**src/rtl/sram_arbiter.sv**
```systemverilog
// Serialises the CPU instruction-fetch and data-memory ports onto one shared SRAM.
// Every SRAM-facing output is registered and decoded from the next state, so the pins never glitch.
module sram_arbiter #(
  parameter int unsigned RD_WAIT  = 1,
  parameter int unsigned WR_PULSE = 1
) (
  input  logic        clk,
  input  logic        rst_n,
  input  logic        if_req,
  input  logic [31:0] if_addr,
  output logic [31:0] if_rdata,
  output logic        if_ack,
  input  logic        mem_req,
  input  logic        mem_we,
  input  logic [31:0] mem_addr,
  input  logic [3:0]  mem_sel,
  input  logic [31:0] mem_wdata,
  output logic [31:0] mem_rdata,
  output logic        mem_ack,
  output logic        stall_o,
  output logic [19:0] sram_addr,
  output logic [31:0] sram_dq_o,
  output logic        sram_dq_oe,
  input  logic [31:0] sram_dq_i,
  output logic [3:0]  sram_be_n,
  output logic        sram_ce_n,
  output logic        sram_oe_n,
  output logic        sram_we_n
);

  typedef enum logic [2:0] {
    S_IDLE = 3'd0,
    S_RD   = 3'd1,
    S_WS   = 3'd2,
    S_WP   = 3'd3,
    S_WH   = 3'd4
  } state_t;

  localparam logic [3:0] RD_LAST = 4'(RD_WAIT);
  localparam logic [3:0] WP_LAST = 4'(WR_PULSE - 1);

  state_t      state_q, state_d;
  logic [3:0]  cnt_q, cnt_d;
  logic        last_mem_q, last_mem_d;
  logic [19:0] addr_q, addr_d;
  logic [3:0]  sel_q, sel_d;
  logic [31:0] wdata_q, wdata_d;
  logic [31:0] if_rdata_q, if_rdata_d;
  logic [31:0] mem_rdata_q, mem_rdata_d;
  logic        if_ack_q, if_ack_d;
  logic        mem_ack_q, mem_ack_d;
  logic        ce_n_q, ce_n_d;
  logic        oe_n_q, oe_n_d;
  logic        we_n_q, we_n_d;
  logic [3:0]  be_n_q, be_n_d;
  logic        dq_oe_q, dq_oe_d;
  logic        grant_mem;

  // Only addr[21:2] reaches the SRAM; the remaining address bits are ignored.
  logic unused_addr_bits;
  assign unused_addr_bits = ^{if_addr[31:22], if_addr[1:0], mem_addr[31:22], mem_addr[1:0]};

  always_comb begin
    state_d     = state_q;
    cnt_d       = cnt_q;
    last_mem_d  = last_mem_q;
    addr_d      = addr_q;
    sel_d       = sel_q;
    wdata_d     = wdata_q;
    if_rdata_d  = if_rdata_q;
    mem_rdata_d = mem_rdata_q;
    if_ack_d    = 1'b0;
    mem_ack_d   = 1'b0;
    grant_mem   = 1'b0;

    case (state_q)
      S_IDLE: begin
        // A still-visible ack means the requester has not yet dropped req.
        if (!if_ack_q && !mem_ack_q && (if_req || mem_req)) begin
          grant_mem  = mem_req && (!if_req || !last_mem_q);
          last_mem_d = grant_mem;
          cnt_d      = 4'd0;
          if (grant_mem) begin
            addr_d  = mem_addr[21:2];
            sel_d   = mem_sel;
            wdata_d = mem_wdata;
            state_d = mem_we ? S_WS : S_RD;
          end else begin
            addr_d  = if_addr[21:2];
            state_d = S_RD;
          end
        end
      end
      S_RD: begin
        if (cnt_q == RD_LAST) begin
          if (last_mem_q) begin
            mem_rdata_d = sram_dq_i;
            mem_ack_d   = 1'b1;
          end else begin
            if_rdata_d = sram_dq_i;
            if_ack_d   = 1'b1;
          end
          cnt_d   = 4'd0;
          state_d = S_IDLE;
        end else begin
          cnt_d = cnt_q + 4'd1;
        end
      end
      S_WS: begin
        cnt_d   = 4'd0;
        state_d = S_WP;
      end
      S_WP: begin
        if (cnt_q == WP_LAST) begin
          cnt_d   = 4'd0;
          state_d = S_WH;
        end else begin
          cnt_d = cnt_q + 4'd1;
        end
      end
      S_WH: begin
        mem_ack_d = 1'b1;
        state_d   = S_IDLE;
      end
      default: begin
        cnt_d   = 4'd0;
        state_d = S_IDLE;
      end
    endcase
  end

  // Strobes follow the state being entered, so they line up with it cycle for cycle.
  always_comb begin
    ce_n_d  = 1'b1;
    oe_n_d  = 1'b1;
    we_n_d  = 1'b1;
    be_n_d  = 4'hF;
    dq_oe_d = 1'b0;
    case (state_d)
      S_RD: begin
        ce_n_d = 1'b0;
        oe_n_d = 1'b0;
        be_n_d = 4'h0;
      end
      S_WS, S_WP, S_WH: begin
        ce_n_d  = 1'b0;
        be_n_d  = ~sel_d;
        dq_oe_d = 1'b1;
        we_n_d  = (state_d != S_WP);
      end
      default: ;
    endcase
  end

  always_ff @(posedge clk or negedge rst_n) begin
    if (!rst_n) begin
      state_q     <= S_IDLE;
      cnt_q       <= 4'd0;
      last_mem_q  <= 1'b0;
      addr_q      <= 20'd0;
      sel_q       <= 4'd0;
      wdata_q     <= 32'd0;
      if_rdata_q  <= 32'd0;
      mem_rdata_q <= 32'd0;
      if_ack_q    <= 1'b0;
      mem_ack_q   <= 1'b0;
      ce_n_q      <= 1'b1;
      oe_n_q      <= 1'b1;
      we_n_q      <= 1'b1;
      be_n_q      <= 4'hF;
      dq_oe_q     <= 1'b0;
    end else begin
      state_q     <= state_d;
      cnt_q       <= cnt_d;
      last_mem_q  <= last_mem_d;
      addr_q      <= addr_d;
      sel_q       <= sel_d;
      wdata_q     <= wdata_d;
      if_rdata_q  <= if_rdata_d;
      mem_rdata_q <= mem_rdata_d;
      if_ack_q    <= if_ack_d;
      mem_ack_q   <= mem_ack_d;
      ce_n_q      <= ce_n_d;
      oe_n_q      <= oe_n_d;
      we_n_q      <= we_n_d;
      be_n_q      <= be_n_d;
      dq_oe_q     <= dq_oe_d;
    end
  end

  assign if_rdata   = if_rdata_q;
  assign if_ack     = if_ack_q;
  assign mem_rdata  = mem_rdata_q;
  assign mem_ack    = mem_ack_q;
  assign sram_addr  = addr_q;
  assign sram_dq_o  = wdata_q;
  assign sram_dq_oe = dq_oe_q;
  assign sram_be_n  = be_n_q;
  assign sram_ce_n  = ce_n_q;
  assign sram_oe_n  = oe_n_q;
  assign sram_we_n  = we_n_q;
  assign stall_o    = (if_req & ~if_ack_q) | (mem_req & ~mem_ack_q);

endmodule

```
**config.mk**
```make
export PLATFORM = sky130hd
export DESIGN_NAME = sram_arbiter
export DESIGN_NICKNAME = d
export VERILOG_FILES = /design/src/rtl/sram_arbiter.sv
export SDC_FILE = /design/constraint.sdc
export NUM_CORES = 1
export LEC_CHECK = 0
export ABC_AREA = 1
export CAP_MARGIN = 20
export CORE_AREA = 5 5 157 159
export CTS_BUF_LIST = sky130_fd_sc_hd__clkbuf_16
export DETAILED_ROUTE_END_ITERATION = 6
export DIE_AREA = 0 0 162 164
export PLACE_DENSITY = 0.62
export SETUP_SLACK_MARGIN = 0.15
export SYNTH_ARGS = -nofsm -noshare
export SYNTH_HDL_FRONTEND = slang
export SYNTH_SLANG_ARGS = --single-unit
export TNS_END_PERCENT = 30
```
**constraint.sdc**
```tcl
create_clock -name clk -period 1.7 [get_ports clk]
set_input_delay 0.34 -clock clk [delete_from_list [all_inputs] [get_ports clk]]
set_output_delay 0.34 -clock clk [all_outputs]
set_load 0.01 [all_outputs]
```
Word level (Yosys, flattened, before mapping). Index checks and enable logic that the tools add are counted.

Register bits after elaboration: 138. Output and inout bits: 127. Logic and storage cells: 78. Input bits: 137.

Reduce and logical (&&, ||, !) cells: 18. Bitwise operators: 8. Muxes and demuxes: 25. $add $sub $neg: 1. Eq/ne operators: 11.

Operators by type and width (count): $mux W4 (6); $mux W20 (1); $pmux W4 S4 (1); $eq A3 B2 Y1 const B (4); $pmux W3 S4 (1); $mux W1 (9); $mux W3 (3); $reduce_and A3 Y1 (3); $pmux W4 S2 (1); $eq A3 B1 Y1 const B (2); $eq A3 B3 Y1 const B (2); $add A4 B1 Y4 const B (1); $eq A4 B1 Y1 const B (1); $logic_not A1 Y1 (4); $logic_not A4 Y1 (1); $mux W2 (2); $not A1 Y1 (4); $not A4 Y4 (1); $reduce_and A2 Y1 (2); $reduce_or A4 Y1 (1); $logic_and A1 B1 Y1 (3); $logic_not A3 Y1 (1); $ne A3 B2 Y1 const B (1); $reduce_or A3 Y1 (1); other kinds (5) (7).

Longest topological paths before layout.
Depth after elaboration: 9. Depth in mapped cells: 9. Mapped depth without buffers: 8.

Worst setup path before layout. Ideal clock, no wire load.

Kind: reg-to-reg. Start point: reg cnt_q[1]. End point: reg if_rdata_q[12] (netlist: if_rdata[12]). Period minus slack after synthesis: 1.377 ns. Path slack: 0.323 ns. Library setup time: 0.126 ns. Data arrival time: 1.251 ns. Stages on the path, launching flop included: 8. Path buffers: 2. Required time: 1.574 ns. Path through: dfrtp_1 > inv_1 > ha_1 > nand3_1 > nor3_2 > buf_4 > buf_4 > o21ai_0.

Cells in the longest elaborated chain, start to end: 2.

RTL lines: start, declared (RTL line 43) `logic [3:0] cnt_q, cnt_d;`; start signal, assigned (RTL line 174) `cnt_q <= cnt_d;`; $eq A4 B1 Y1 (RTL line 95) `if (cnt_q == RD_LAST) begin`; $reduce_and A3 Y1 (no source line); end signal, assigned (RTL line 179) `if_rdata_q <= if_rdata_d;`; end, declared (RTL line 48) `logic [31:0] if_rdata_q, if_rdata_d;`.

Every way passes these cells. A chain may end at the register's enable or synchronous reset.

Worst setup path after layout.
Start point: reg if_rdata_q[17] (netlist: if_rdata[17]). End point: out if_rdata[17].

RTL lines: end, declared (RTL line 11) `output logic [31:0] if_rdata,`.

No word-level cell between the ends.

==> impl_metrics.csv <==
group,metric,value,unit
worst_setup_path,crit_path_max_fanout,2,
route,first_pass_iters,4,
worst_setup_path,slowest_stage,"clkdlybuf4s50_1",
global_routing,grt_pass1_wl,27.81,mm
logic_synthesis,synth_cell_types,26,
placement,dp_hpwl,12.10,mm
logic_synthesis,synthTopCellsByCount,"nand2_1, dfrtp_1, inv_1",
floorplanning,ios,264,
logic_synthesis,syn_area,0.005690,mm2
timing,layout_setup_ws,0.03931,ns
logic_synthesis,synth_top_cell_by_area,"dfrtp_1",
logic_synthesis,synth_top_area_frac,0.5761,
logic_synthesis,avgSynthCellArea,8.990,um2
route,drtIter0Drc,239,
worst_setup_path,cp.required,1.36,ns
floorplanning,fp.dieH,164,um
logic_synthesis,yosysSeqAreaShare,0.6084,
cts,cts-root-buf,"clkbuf_16",
route,ant_nets,0,
worst_setup_path,end_kind,"output port",
timing,fin_crit,1.661,ns
floorplanning,fp.dieArea,0.02657,mm2
timing,hold_violations,0,
cts,cts_buffer_depth,2,
worst_setup_path,crit_buf_inv,1,
timing,worst_pin_slew,0.3799,ns
floorplanning,rows,56,
cts,cts_buffers,17,
floorplanning,start_util,0.2461,
flow_run,maxCapViolCount,0,
placement,dp_slack,-0.2928,ns
power_and_ir_drop,p_comb_frac,0.448,
timing,period_share,0.9769,
cts,clk_pin_slew,0.07,ns
route,vias,5216,
power_and_ir_drop,worst_ir_drop_vdd,665.1,uV
placement,io_buffers,239,
timing,rsz0062_at_grt,"true",
route,drc_errors,0,
cts,cts_tree,"yes",
cts,htreeDepth,4,
timing,setup_violations,0,
worst_setup_path,path_cells,"clkdlybuf4s50_1",
worst_setup_path,critPathLaunchType,"flop",
worst_setup_path,critPathArrivalTime,1.32,ns
power_and_ir_drop,power_frac_seq,0.328,
outcome,outcome,"completed",
logic_synthesis,synthFlopType,"dfrtp_1",
worst_setup_path,worst_path_largest_cell_delay,0.58,ns
power_and_ir_drop,p_per_area,1813,mW/mm2
global_routing,gr-total-overflow,0,
logic_synthesis,synth_top_cells_by_area,"dfrtp_1, nand2_1, inv_1, a21oi_1, o21ai_0",
logic_synthesis,synth_edf_count,0,
cts,clock_sinks,138,
cts,clock_latency,0.42,ns
logic_synthesis,netlist_instances,633,
timing,max_freq,602.2,MHz
route,postRouteWirelength,19.10,mm
logic_synthesis,ys_seq_elements,138,
worst_setup_path,crit_family,"buffers and inverters",
timing,holdWs,0.3965,ns
logic_synthesis,syn-num-nets,773,
timing,slew_headroom,0.7467,
finish,syn_to_final_growth,70.73,%
power_and_ir_drop,p_switching,0.006319,W
floorplanning,die_w,162,um
logic_synthesis,ys_warn_count,0,
power_and_ir_drop,p_int,0.01130,W
power_and_ir_drop,power_frac_clock,0.224,
worst_hold_path,worst_hold_path_type,"input port to asynchronous set/reset pin",
global_routing,antenna_found_initial,0,
logic_synthesis,synth.most_common_cell,"nand2_1",
worst_setup_path,critPathKind,"flop to output port",
global_routing,track_usage,0.1332,
timing,fin_skew,0.009326,ns
finish,nets,1049,
logic_synthesis,async_reset_ff_frac,1.000,
timing,finalSetupTns,0,ns
placement,gp_congestion,0.7445,
route,via_per_inst,4.304,
floorplanning,core_area,0.02312,mm2
route,wl_per_cell,15.76,um
finish,drive_gt1_frac,0.1388,
power_and_ir_drop,p_sw_frac,0.3587,
finish,layout.cells.non_filler,1212,
timing,finalMaxSlewViolations,0,
power_and_ir_drop,p_leak,5.047,nW
global_routing,grt_max_degree,66,
placement,dp.cells,1155,
finish,diodes,0,
global_routing,grt_pass1_vias,5123,
## power by group through the flow
stage	clock network (W)	registers [W]	logic [W]
after detailed placement	0	0.00584	0.00781
after CTS	0.00408	0.00581	0.00770
after floorplan	0	0.00648	0.00272
final	0.00395	0.00578	0.00788
after global placement	0	0.00580	0.00771
after global routing	0.00422	0.00599	0.00867
## area by class of cell
type	count	area [um2]
Sequential cell	138	3465
Inverter	91	344.1
Clock inverter	15	196.4
Timing Repair Buffer	288	3098
Fill cell	2256	13410
Clock buffer	17	425.4
Tap cell	290	362.8
Multi-Input combinational cell	373	1824
## metrics by stage
stage                       util  area (um2)  power, W
after floorplan                -        5690  0.009203
after global placement    0.3685        8519   0.01351
after detailed placement  0.3685        8519   0.01366
after CTS                 0.4015        9283   0.01759
after global routing      0.4202        9716   0.01888
final                     0.4202        9716   0.01762
## cell usage in the layout, fill, tap and decap left out, types with 2 or more instances in the layout
| master | Yosys | final |
|---|---|---|
| nand2_1 | 190 | 181 |
| a21oi_1 | 42 | 42 |
| clkbuf_16 | 0 | 21 |
| dfrtp_1 | 131 | 129 |
| buf_6 | 8 | 7 |
| dfstp_2 | 7 | 7 |
| clkdlybuf4s50_1 | 0 | 138 |
| inv_2 | 4 | 6 |
| clkdlybuf4s15_1 | 0 | 6 |
| clkinv_2 | 0 | 2 |
| o21ai_2 | 4 | 10 |
| nand3_1 | 28 | 25 |
| bufinv_16 | 0 | 4 |
| nand2_4 | 0 | 5 |
| buf_12 | 0 | 9 |
| buf_16 | 0 | 3 |
| inv_1 | 87 | 85 |
| buf_4 | 10 | 26 |
| dfrtp_2 | 0 | 2 |
| inv_6 | 0 | 4 |
| o21ai_1 | 30 | 26 |
| nor3_4 | 0 | 2 |
| clkinvlp_4 | 0 | 2 |
| o21ai_0 | 38 | 36 |
| dlygate4sd2_1 | 0 | 42 |
| nand3_4 | 0 | 4 |
| dlymetal6s2s_1 | 0 | 50 |
| nand2_2 | 1 | 5 |
| nor2_1 | 27 | 26 |
## sequential cells by signal, indices dropped and copies added (netlist names)
name        count
last_mem_q      1
sram_addr      20
sram_oe_n       1
sram_be_n       4
if_rdata       32
mem_rdata      32
sram_dq_o      32
sram_ce_n       1
if_ack          1
mem_ack         1
sram_dq_oe      1
sel_q           4
state_q         3
sram_we_n       1
cnt_q           4
## routing by layer
layer | part of all wire | track usage | up-vias
met5 | 0 | 0 | -
met4 | 0.021 | 0.04268 | 0
met3 | 0.064 | 0.04467 | 22
met2 | 0.49 | 0.2180 | 163
met1 | 0.43 | 0.1669 | 2508
li1 | - | - | 2523
## repair_timing
item	CTS	global route
endpoints found under the hold margin	30	0
hold buffers	1	0
pin swaps	1	4
resized for setup	74	85
buffers inserted	6	9
gates cloned	3	6
endpoints found under the setup margin	193	208
## logic make-up after synthesis
kind of cell             Yosys count  synth area share
AND/OR/NAND/NOR                  251            0.1761
buffers and inverters            122           0.09872
AO/OA/AOI/OAI                    118            0.1086
flip-flops                       138            0.6084
adder cells (fa/ha/maj)            3          0.006597
XOR/XNOR                           1          0.001539
## path summary, 6_finish.rpt
| path | depth (start not counted) | slack [ns] | endpoint | start |
|---|---|---|---|---|
| max | 1 | 0.04 | if_rdata[17] | if_rdata[17] |
| min | 2 | 0.40 | mem_rdata[14] | rst_n |
| max reg2reg | 8 | 0.08 | if_rdata[0] | cnt_q[1] |
| min reg2reg | 2 | 0.47 | sram_dq_o[22] | sram_dq_o[22] |
| max in group asynchronous | 3 | 0.67 | sram_be_n[1] | rst_n |
| min in group clk | 3 | 0.45 | sram_dq_o[27] | mem_wdata[27] |
No activity file was read; power rests on OpenSTA's default activity.
